$ cat src/rtl/vae_layer_sequencer_pkg.sv
// Shared constants for the VAE layer sequencer: state codes, activation codes,
// layer sizes, ROM base offsets and the fixed-point format used by the datapath.
package vae_layer_sequencer_pkg;

  localparam int STATE_W = 3;
  localparam logic [STATE_W-1:0] ST_IDLE   = 3'd0;
  localparam logic [STATE_W-1:0] ST_BIAS   = 3'd1;
  localparam logic [STATE_W-1:0] ST_MAC    = 3'd2;
  localparam logic [STATE_W-1:0] ST_DRAIN  = 3'd3;
  localparam logic [STATE_W-1:0] ST_WRITE  = 3'd4;
  localparam logic [STATE_W-1:0] ST_SAMPLE = 3'd5;
  localparam logic [STATE_W-1:0] ST_DONE   = 3'd6;

  localparam int ACT_W = 2;
  localparam logic [ACT_W-1:0] ACT_NONE     = 2'd0;
  localparam logic [ACT_W-1:0] ACT_SOFTPLUS = 2'd1;
  localparam logic [ACT_W-1:0] ACT_SIGMOID  = 2'd2;

  // Index / bias-address width shared by op_idx, res_idx and b_addr
  localparam int IDX_W = 4;

  // Default layer geometry
  localparam int ENC_N_IN  = 9;
  localparam int ENC_M_OUT = 4;
  localparam int DEC_N_IN  = 2;
  localparam int DEC_M_OUT = 9;

  // ROM layout: encoder weights/biases first, decoder directly after
  localparam int ENC_W_BASE = 0;
  localparam int DEC_W_BASE = ENC_N_IN * ENC_M_OUT;
  localparam int ENC_B_BASE = 0;
  localparam int DEC_B_BASE = ENC_M_OUT;

  // Q4.27 sign-magnitude datapath format
  localparam int Q_BITSIZE = 32;
  localparam int Q_FRAC    = 27;

  typedef enum logic {
    LAYER_ENC = 1'b0,
    LAYER_DEC = 1'b1
  } layer_e;

  // Encoder odd neurons are variances (softplus), even are means (linear);
  // every decoder neuron is a sigmoid output pixel.
  function automatic logic [ACT_W-1:0] act_code(layer_e layer, logic j_odd);
    if (layer == LAYER_DEC) return ACT_SIGMOID;
    return j_odd ? ACT_SOFTPLUS : ACT_NONE;
  endfunction

endpackage

$ cat src/rtl/vae_layer_sequencer_if.sv
// Handshake, ROM-address and MAC-control bundle between the sequencer (master)
// and the datapath/host side (slave).
interface vae_layer_sequencer_if #(
  parameter int AW = 6
);
  import vae_layer_sequencer_pkg::*;

  logic             in_valid;
  logic             in_ready;
  logic             out_valid;
  logic             out_ready;
  logic [AW-1:0]    w_addr;
  logic [IDX_W-1:0] b_addr;
  logic             op_sel;
  logic [IDX_W-1:0] op_idx;
  logic             acc_load;
  logic             mac_en;
  logic             res_wr;
  logic [IDX_W-1:0] res_idx;
  logic [ACT_W-1:0] act_sel;
  logic             samp_start;
  logic             samp_done;
  logic             busy;

  modport master (
    input  in_valid, out_ready, samp_done,
    output in_ready, out_valid, w_addr, b_addr, op_sel, op_idx,
           acc_load, mac_en, res_wr, res_idx, act_sel, samp_start, busy
  );

  modport slave (
    output in_valid, out_ready, samp_done,
    input  in_ready, out_valid, w_addr, b_addr, op_sel, op_idx,
           acc_load, mac_en, res_wr, res_idx, act_sel, samp_start, busy
  );

endinterface

$ cat src/rtl/vae_layer_sequencer_idx_counter.sv
// Nested input (i) / neuron (j) counter. load_i restarts both at zero and latches
// the per-layer last-index limits; the last_* flags compare against those limits.
module vae_layer_sequencer_idx_counter #(
  parameter int W = 4
) (
  input  logic         clk,
  input  logic         rst,
  input  logic         load_i,
  input  logic [W-1:0] n_last_i,
  input  logic [W-1:0] m_last_i,
  input  logic         clr_i_i,
  input  logic         inc_i_i,
  input  logic         inc_j_i,
  output logic [W-1:0] i_o,
  output logic [W-1:0] j_o,
  output logic         last_i_o,
  output logic         last_j_o
);

  logic [W-1:0] i_q, i_d;
  logic [W-1:0] j_q, j_d;
  logic [W-1:0] n_last_q, n_last_d;
  logic [W-1:0] m_last_q, m_last_d;

  // Next-state: layer reload wins over per-neuron clear/increment
  always_comb begin
    i_d      = i_q;
    j_d      = j_q;
    n_last_d = n_last_q;
    m_last_d = m_last_q;
    if (load_i) begin
      i_d      = '0;
      j_d      = '0;
      n_last_d = n_last_i;
      m_last_d = m_last_i;
    end else begin
      if (clr_i_i)      i_d = '0;
      else if (inc_i_i) i_d = i_q + 1'b1;
      if (inc_j_i)      j_d = j_q + 1'b1;
    end
  end

  // Counter and limit registers
  always_ff @(posedge clk) begin
    if (rst) begin
      i_q      <= '0;
      j_q      <= '0;
      n_last_q <= '0;
      m_last_q <= '0;
    end else begin
      i_q      <= i_d;
      j_q      <= j_d;
      n_last_q <= n_last_d;
      m_last_q <= m_last_d;
    end
  end

  assign i_o      = i_q;
  assign j_o      = j_q;
  assign last_i_o = (i_q == n_last_q);
  assign last_j_o = (j_q == m_last_q);

endmodule

$ cat src/rtl/vae_layer_sequencer.sv
// Time-multiplexed controller for the VAE inference path. Steps one shared MAC
// through the encoder, hands off to the sampling block, then runs the decoder.
// Weight and bias addresses are running pointers: both ROMs are laid out so the
// sequencer walks them strictly in order, which keeps multipliers out of here.
module vae_layer_sequencer #(
  parameter int N_ENC_IN  = 9,
  parameter int M_ENC_OUT = 4,
  parameter int N_DEC_IN  = 2,
  parameter int M_DEC_OUT = 9,
  parameter int MAC_LAT   = 2,
  parameter int AW        = 6
) (
  input  logic                  clk,
  input  logic                  rst,
  vae_layer_sequencer_if.master bus
);
  import vae_layer_sequencer_pkg::*;

  localparam int DRAIN_W = (MAC_LAT > 1) ? $clog2(MAC_LAT) : 1;
  localparam logic [DRAIN_W-1:0] DRAIN_LAST = DRAIN_W'(MAC_LAT - 1);

  logic [STATE_W-1:0] state_q, state_d;
  layer_e             layer_q, layer_d;
  logic [DRAIN_W-1:0] drain_q, drain_d;
  logic [AW-1:0]      w_ptr_q, w_ptr_d;
  logic [IDX_W-1:0]   b_ptr_q, b_ptr_d;
  logic               samp_first_q, samp_first_d;

  logic               cnt_load;
  logic [IDX_W-1:0]   cnt_n_last;
  logic [IDX_W-1:0]   cnt_m_last;
  logic               cnt_clr_i;
  logic               cnt_inc_i;
  logic               cnt_inc_j;
  logic [IDX_W-1:0]   cnt_i;
  logic [IDX_W-1:0]   cnt_j;
  logic               cnt_last_i;
  logic               cnt_last_j;

  vae_layer_sequencer_idx_counter #(
    .W (IDX_W)
  ) u_idx (
    .clk      (clk),
    .rst      (rst),
    .load_i   (cnt_load),
    .n_last_i (cnt_n_last),
    .m_last_i (cnt_m_last),
    .clr_i_i  (cnt_clr_i),
    .inc_i_i  (cnt_inc_i),
    .inc_j_i  (cnt_inc_j),
    .i_o      (cnt_i),
    .j_o      (cnt_j),
    .last_i_o (cnt_last_i),
    .last_j_o (cnt_last_j)
  );

  // FSM transitions, pointer advance and counter control
  always_comb begin
    state_d      = state_q;
    layer_d      = layer_q;
    drain_d      = drain_q;
    w_ptr_d      = w_ptr_q;
    b_ptr_d      = b_ptr_q;
    samp_first_d = 1'b0;
    cnt_load     = 1'b0;
    cnt_n_last   = '0;
    cnt_m_last   = '0;
    cnt_clr_i    = 1'b0;
    cnt_inc_i    = 1'b0;
    cnt_inc_j    = 1'b0;
    case (state_q)
      ST_IDLE: begin
        if (bus.in_valid) begin
          state_d    = ST_BIAS;
          layer_d    = LAYER_ENC;
          w_ptr_d    = '0;
          b_ptr_d    = '0;
          cnt_load   = 1'b1;
          cnt_n_last = IDX_W'(N_ENC_IN - 1);
          cnt_m_last = IDX_W'(M_ENC_OUT - 1);
        end
      end
      ST_BIAS: begin
        state_d   = ST_MAC;
        cnt_clr_i = 1'b1;
      end
      ST_MAC: begin
        w_ptr_d = w_ptr_q + 1'b1;
        if (cnt_last_i) begin
          state_d = ST_DRAIN;
          drain_d = '0;
        end else begin
          cnt_inc_i = 1'b1;
        end
      end
      ST_DRAIN: begin
        if (drain_q == DRAIN_LAST) state_d = ST_WRITE;
        else                       drain_d = drain_q + 1'b1;
      end
      ST_WRITE: begin
        b_ptr_d = b_ptr_q + 1'b1;
        if (!cnt_last_j) begin
          cnt_inc_j = 1'b1;
          state_d   = ST_BIAS;
        end else if (layer_q == LAYER_ENC) begin
          state_d      = ST_SAMPLE;
          samp_first_d = 1'b1;
        end else begin
          state_d = ST_DONE;
        end
      end
      ST_SAMPLE: begin
        if (bus.samp_done) begin
          state_d    = ST_BIAS;
          layer_d    = LAYER_DEC;
          cnt_load   = 1'b1;
          cnt_n_last = IDX_W'(N_DEC_IN - 1);
          cnt_m_last = IDX_W'(M_DEC_OUT - 1);
        end
      end
      ST_DONE: begin
        if (bus.out_ready) state_d = ST_IDLE;
      end
      default: state_d = ST_IDLE;
    endcase
  end

  // Control state registers
  always_ff @(posedge clk) begin
    if (rst) begin
      state_q      <= ST_IDLE;
      layer_q      <= LAYER_ENC;
      drain_q      <= '0;
      w_ptr_q      <= '0;
      b_ptr_q      <= '0;
      samp_first_q <= 1'b0;
    end else begin
      state_q      <= state_d;
      layer_q      <= layer_d;
      drain_q      <= drain_d;
      w_ptr_q      <= w_ptr_d;
      b_ptr_q      <= b_ptr_d;
      samp_first_q <= samp_first_d;
    end
  end

  // Output decode: every address/index is forced to zero outside its strobe
  always_comb begin
    bus.in_ready   = (state_q == ST_IDLE) && !rst;
    bus.busy       = (state_q != ST_IDLE);
    bus.out_valid  = (state_q == ST_DONE);
    bus.acc_load   = (state_q == ST_BIAS);
    bus.b_addr     = '0;
    bus.mac_en     = (state_q == ST_MAC);
    bus.w_addr     = '0;
    bus.op_sel     = 1'b0;
    bus.op_idx     = '0;
    bus.res_wr     = (state_q == ST_WRITE);
    bus.res_idx    = '0;
    bus.act_sel    = ACT_NONE;
    bus.samp_start = (state_q == ST_SAMPLE) && samp_first_q;
    if (state_q == ST_BIAS) begin
      bus.b_addr = b_ptr_q;
    end
    if (state_q == ST_MAC) begin
      bus.w_addr = w_ptr_q;
      bus.op_sel = (layer_q == LAYER_DEC);
      bus.op_idx = cnt_i;
    end
    if (state_q == ST_WRITE) begin
      bus.res_idx = cnt_j;
      bus.act_sel = act_code(layer_q, cnt_j[0]);
    end
  end

endmodule

$ cat src/flat_wrapper.sv
// flat-port wrapper written by rule: the top's interface ports become plain ports
module vae_layer_sequencer_flat import vae_layer_sequencer_pkg::*;
#(
  parameter int N_ENC_IN  = 9,
  parameter int M_ENC_OUT = 4,
  parameter int N_DEC_IN  = 2,
  parameter int M_DEC_OUT = 9,
  parameter int MAC_LAT   = 2,
  parameter int AW        = 6
)
  (clk, rst, bus_in_valid, bus_out_ready, bus_samp_done, bus_in_ready, bus_out_valid, bus_w_addr, bus_b_addr, bus_op_sel, bus_op_idx, bus_acc_load, bus_mac_en, bus_res_wr, bus_res_idx, bus_act_sel, bus_samp_start, bus_busy);
  vae_layer_sequencer_if #(.AW(AW)) bus_i ();
  input  logic clk;
  input  logic rst;
  input wire logic [$bits(bus_i.in_valid)-1:0] bus_in_valid;
  input wire logic [$bits(bus_i.out_ready)-1:0] bus_out_ready;
  input wire logic [$bits(bus_i.samp_done)-1:0] bus_samp_done;
  output wire logic [$bits(bus_i.in_ready)-1:0] bus_in_ready;
  output wire logic [$bits(bus_i.out_valid)-1:0] bus_out_valid;
  output wire logic [$bits(bus_i.w_addr)-1:0] bus_w_addr;
  output wire logic [$bits(bus_i.b_addr)-1:0] bus_b_addr;
  output wire logic [$bits(bus_i.op_sel)-1:0] bus_op_sel;
  output wire logic [$bits(bus_i.op_idx)-1:0] bus_op_idx;
  output wire logic [$bits(bus_i.acc_load)-1:0] bus_acc_load;
  output wire logic [$bits(bus_i.mac_en)-1:0] bus_mac_en;
  output wire logic [$bits(bus_i.res_wr)-1:0] bus_res_wr;
  output wire logic [$bits(bus_i.res_idx)-1:0] bus_res_idx;
  output wire logic [$bits(bus_i.act_sel)-1:0] bus_act_sel;
  output wire logic [$bits(bus_i.samp_start)-1:0] bus_samp_start;
  output wire logic [$bits(bus_i.busy)-1:0] bus_busy;
  assign bus_i.in_valid = bus_in_valid;
  assign bus_i.out_ready = bus_out_ready;
  assign bus_i.samp_done = bus_samp_done;
  assign bus_in_ready = bus_i.in_ready;
  assign bus_out_valid = bus_i.out_valid;
  assign bus_w_addr = bus_i.w_addr;
  assign bus_b_addr = bus_i.b_addr;
  assign bus_op_sel = bus_i.op_sel;
  assign bus_op_idx = bus_i.op_idx;
  assign bus_acc_load = bus_i.acc_load;
  assign bus_mac_en = bus_i.mac_en;
  assign bus_res_wr = bus_i.res_wr;
  assign bus_res_idx = bus_i.res_idx;
  assign bus_act_sel = bus_i.act_sel;
  assign bus_samp_start = bus_i.samp_start;
  assign bus_busy = bus_i.busy;
  vae_layer_sequencer #(.N_ENC_IN(N_ENC_IN), .M_ENC_OUT(M_ENC_OUT), .N_DEC_IN(N_DEC_IN), .M_DEC_OUT(M_DEC_OUT), .MAC_LAT(MAC_LAT), .AW(AW)) u_core (.clk(clk), .rst(rst), .bus(bus_i));
endmodule
$ cat config.mk
export PLATFORM = sky130hd
export DESIGN_NAME = vae_layer_sequencer_flat
export DESIGN_NICKNAME = d
export VERILOG_FILES = /design/src/rtl/vae_layer_sequencer_pkg.sv /design/src/rtl/vae_layer_sequencer_if.sv /design/src/rtl/vae_layer_sequencer_idx_counter.sv /design/src/rtl/vae_layer_sequencer.sv /design/src/flat_wrapper.sv
export SDC_FILE = /design/constraint.sdc
export NUM_CORES = 1
export LEC_CHECK = 0
export BUFFER_PORTS_ARGS = -buffer_cell sky130_fd_sc_hd__buf_4
export CAP_MARGIN = 5
export CORE_MARGIN = 2
export CORE_UTILIZATION = 53
export DETAILED_ROUTE_END_ITERATION = 10
export PLACE_DENSITY_LB_ADDON = 0.1
export REMOVE_ABC_BUFFERS = 1
export SETUP_SLACK_MARGIN = 0.1
export SYNTH_ARGS = -nofsm -noshare
export SYNTH_HDL_FRONTEND = slang
export SYNTH_SLANG_ARGS = --single-unit
$ cat constraint.sdc
create_clock -name clk -period 1.91 [get_ports clk]
set_clock_uncertainty 0.05 [all_clocks]
set_input_delay 0.382 -clock clk [delete_from_list [all_inputs] [get_ports clk]]
set_output_delay 0.382 -clock clk [all_outputs]
set_load 0.005 [all_outputs]
==> summary.txt <==
Run status
  • Status: finished with violations
  • Violated checks: setup timing

Logic synthesis
  • Synth area leaders: dfxtp_1 35%, and2_1 8.8%, a21oi_1 5.7%
  • Post-synthesis sequential element count: 26
  • Syn_area_per_cell: 8.07 sq um
  • Synthesized cell area: 0.00150 sq mm
  • Commonest register cell after synthesis: dfxtp_1
  • Yosys warning count: 0
  • Post-synthesis sequential area ratio: 0.347
  • Synth Instances: 186
  • Asr flop ratio synth: 0
  • Cell taking the most area after synthesis: dfxtp_1
  • Post-synth EDFFs: 0
  • Synth cell types: 41
  • Synth top area share: 0.347

Hold path
  • Min-delay worst type: in -> reg
  • Hold path start: rst
  • Hold EP: u_core.w_ptr_q[1]$_SDFFE_PP0P_
  • Worst hold stages: 2

Drt
  • Final WL: 4380 um
  • Number of iterations in the first detailed-routing pass: 4
  • Vias: 1630
  • Drc violations: 0
  • Drt via density: 6.13
  • Initial DRC count: 85
  • Per-cell routed wire length: 16.5 um
  • Detail Route Antenna Nets: 0

Finish
  • Fin nets: 245
  • Commonest non-fill, non-tap cell in the layout: buf_4
  • Share of post-route cells with drive strength above 1: 0.379
  • Ant. Diodes: 0
  • Fill cell count: 195
  • Finished Core Util: 0.772
  • Synth-to-layout area growth: 40.7%
  • Commonest non-fill, non-tap cells in the layout: 34 x buf_4, 23 x dfxtp_1, 18 x buf_6

STA
  • Fin crit share: 1.07
  • Slew Limit Fails: 0
  • Slew HR: 0.634
  • Fmax: 0.491 GHz
  • Final min period: 2.04 ns
  • Setup violations, final: 17
  • Actual slew at the worst max-slew pin: 0.545 ns
  • Final Hold Vio Count: 0
  • Worst Setup Slack, final: -0.126 ns
  • RSZ-0062 raised after global routing: true

Die
  • Core box area: 0.00273 sq mm
  • Die Wd: 57.2 um
  • Row count: 19
  • Die Y: 57.2 um
  • Initial core utilization: 0.549
  • I/O Pins: 33
  • Die area: 0.00327 sq mm

Place
  • RePlAce Congestion: 0.850
  • Pre-CTS WS: 0.119 ns
  • Port-buffer cells: 32
  • Dpl hpwl: 2640 um

Critical path
  • Worst EP required: 1.48 ns
  • Worst reg2reg startpoint: u_core.state_q[1]$_SDFFE_PP0P_
  • Worst R2R Setup Slack: 0.15 ns
  • Worst r2r dst: u_core.w_ptr_q[5]$_SDFFE_PP0P_
  • Path depth of the worst reg2reg path: 4
  • Endpoint class of the critical path: primary output
  • Worst Path Arrival: 1.60 ns
  • Worst setup path category: reg -> out
  • Crit Path Max Fanout: 4
  • Worst Setup Start Kind: flip-flop

Power and ir drop
  • Switching Share: 0.295
  • Sw Pwr: 329 uW
  • Int Pwr: 787 uW
  • Sequential share of power: 0.511
  • Clk pwr share: 0.254
  • Combinational power share: 0.235
  • Power per cell area: 529 mW/mm^2
  • Leakage: 0.910 nW
  • Max IR drop VDD: 0.452 mV

CTS
  • Worst-Skew Late Latency: 0.32 ns
  • Hold Buf Count CTS: 0
  • Total CTS buffers: 3
  • CTS tree: done
  • Max clock buf depth: 2
  • Root buffer cell: clkbuf_4
  • CTS clk-pin slew, worst paths: 0.14 ns
  • Number of clock sinks seen by CTS: 26
  • H-tree levels: 1

GRT
  • Overflow left after global routing: 0
  • Initial antenna violation count: 0
  • First-pass GRT wire length: 6370 um
  • GR Util All Layers: 0.245
  • Vias in the first global route: 1439
  • Largest net degree at the start of global routing: 23

Job
  • Max_cap viols: 0
## metal layers
metal | share of wire | vias to the layer above | track usage
li1 | - | 762 | -
met1 | 0.39 | 780 | 0.309
met2 | 0.51 | 75 | 0.422
met3 | 0.074 | 13 | 0.0340
met4 | 0.026 | 0 | 0.0963
met5 | 0 | - | 0
## how the worst max path moves through the flow
| stage | start | to | slack (ns) |
|---|---|---|---|
| 2_1_floorplan | u_core.state_q[2]$_SDFFE_PP0P_ | bus_act_sel[0] | 0.03 |
| 3_3_place_gp | u_core.state_q[0]$_SDFFE_PP0P_ | bus_act_sel[0] | 0.19 |
| 3_5_place_dp | u_core.state_q[1]$_SDFFE_PP0P_ | bus_w_addr[2] | 0.12 |
| 4_1_cts | u_core.state_q[0]$_SDFFE_PP0P_ | bus_act_sel[0] | -0.1 |
| 5_1_grt | u_core.state_q[0]$_SDFFE_PP0P_ | bus_act_sel[0] | -0.17 |
| 6_report | u_core.state_q[2]$_SDFFE_PP0P_ | bus_act_sel[0] | -0.13 |
## sequential cells by signal (all words and copies together), names as in the netlist
signal                 cells
u_core.samp_first_q        1
u_core.drain_q             1
u_core.u_idx.m_last_q      1
u_core.u_idx.n_last_q      1
u_core.u_idx.i_o           4
u_core.layer_q             1
u_core.state_q             3
u_core.b_ptr_q             4
u_core.u_idx.j_o           4
u_core.w_ptr_q             6
## kinds of logic (layout without fill, tap and decap cells)
kind of cell,after synthesis,in the layout,synth area share
AND/OR/NAND/NOR,91,91,0.335
AO/OA/AOI/OAI,40,40,0.172
flip-flops,26,26,0.347
buffers and inverters,17,66,0.0650
XOR/XNOR,7,7,0.0409
adder cells (fa/ha/maj),4,4,0.0334
multiplexers,1,1,0.00667
## worst max-delay path: stages (launching register included)
cell,delay (ns)
dfxtp_4,0.40
or3b_4,0.41
inv_4,0.09
and2_4,0.14
nor2b_1,0.13
buf_4,0.12
## power by group through the flow
stage	clock network, mW	logic, mW	registers, mW
after floorplan	0	0.105	0.587
after global placement	0	0.185	0.583
after detailed placement	0	0.191	0.585
after CTS	0.289	0.225	0.570
after global routing	0.314	0.280	0.573
final	0.283	0.262	0.571
## cell usage after synthesis, types with 5 or more instances
cell type / n
nand2_1: 14
clkbuf_1: 5
a21oi_1: 17
dfxtp_1: 26
a31oi_1: 5
nor2_1: 15
nor3_1: 7
and2_1: 21
nand3_1: 6
or3_1: 5
## layout make-up
cell class              count  area (sq um)  area share
multi-input cells         143           948       0.449
flip-flops and latches     26           532       0.252
repair buffers             54           498       0.236
inverters                   6          40.0      0.0190
well taps                  31          38.8      0.0184
clock buffers               4          36.3      0.0172
repair inverters            2          17.5     0.00830
## timing repair
action / in CTS / in global routing
gates resized for setup: 18 / 37
gates cloned: 1 / 2
pin swaps: 0 / 3
endpoints found under the setup margin: 27 / 27
setup buffers: 6 / 8
## through the flow
| step | total power, mW | instances | instance area [sq um] | hold WS [ns] | TNS, ns |
|---|---|---|---|---|---|
| CTS | 1.08 | 256 | 1900 | 0.318 | -0.595 |
| global placement | 0.767 | 245 | 1760 | 0.392 | 0 |
| floorplan | 0.692 | 175 | 1430 | 0.374 | 0 |
| detailed placement | 0.776 | 245 | 1760 | 0.408 | 0 |
| finish | 1.12 | 266 | 2110 | 0.329 | -1.10 |
| global route | 1.17 | 266 | 2110 | 0.331 | -2.07 |
Power figures use the tool's default switching activity.
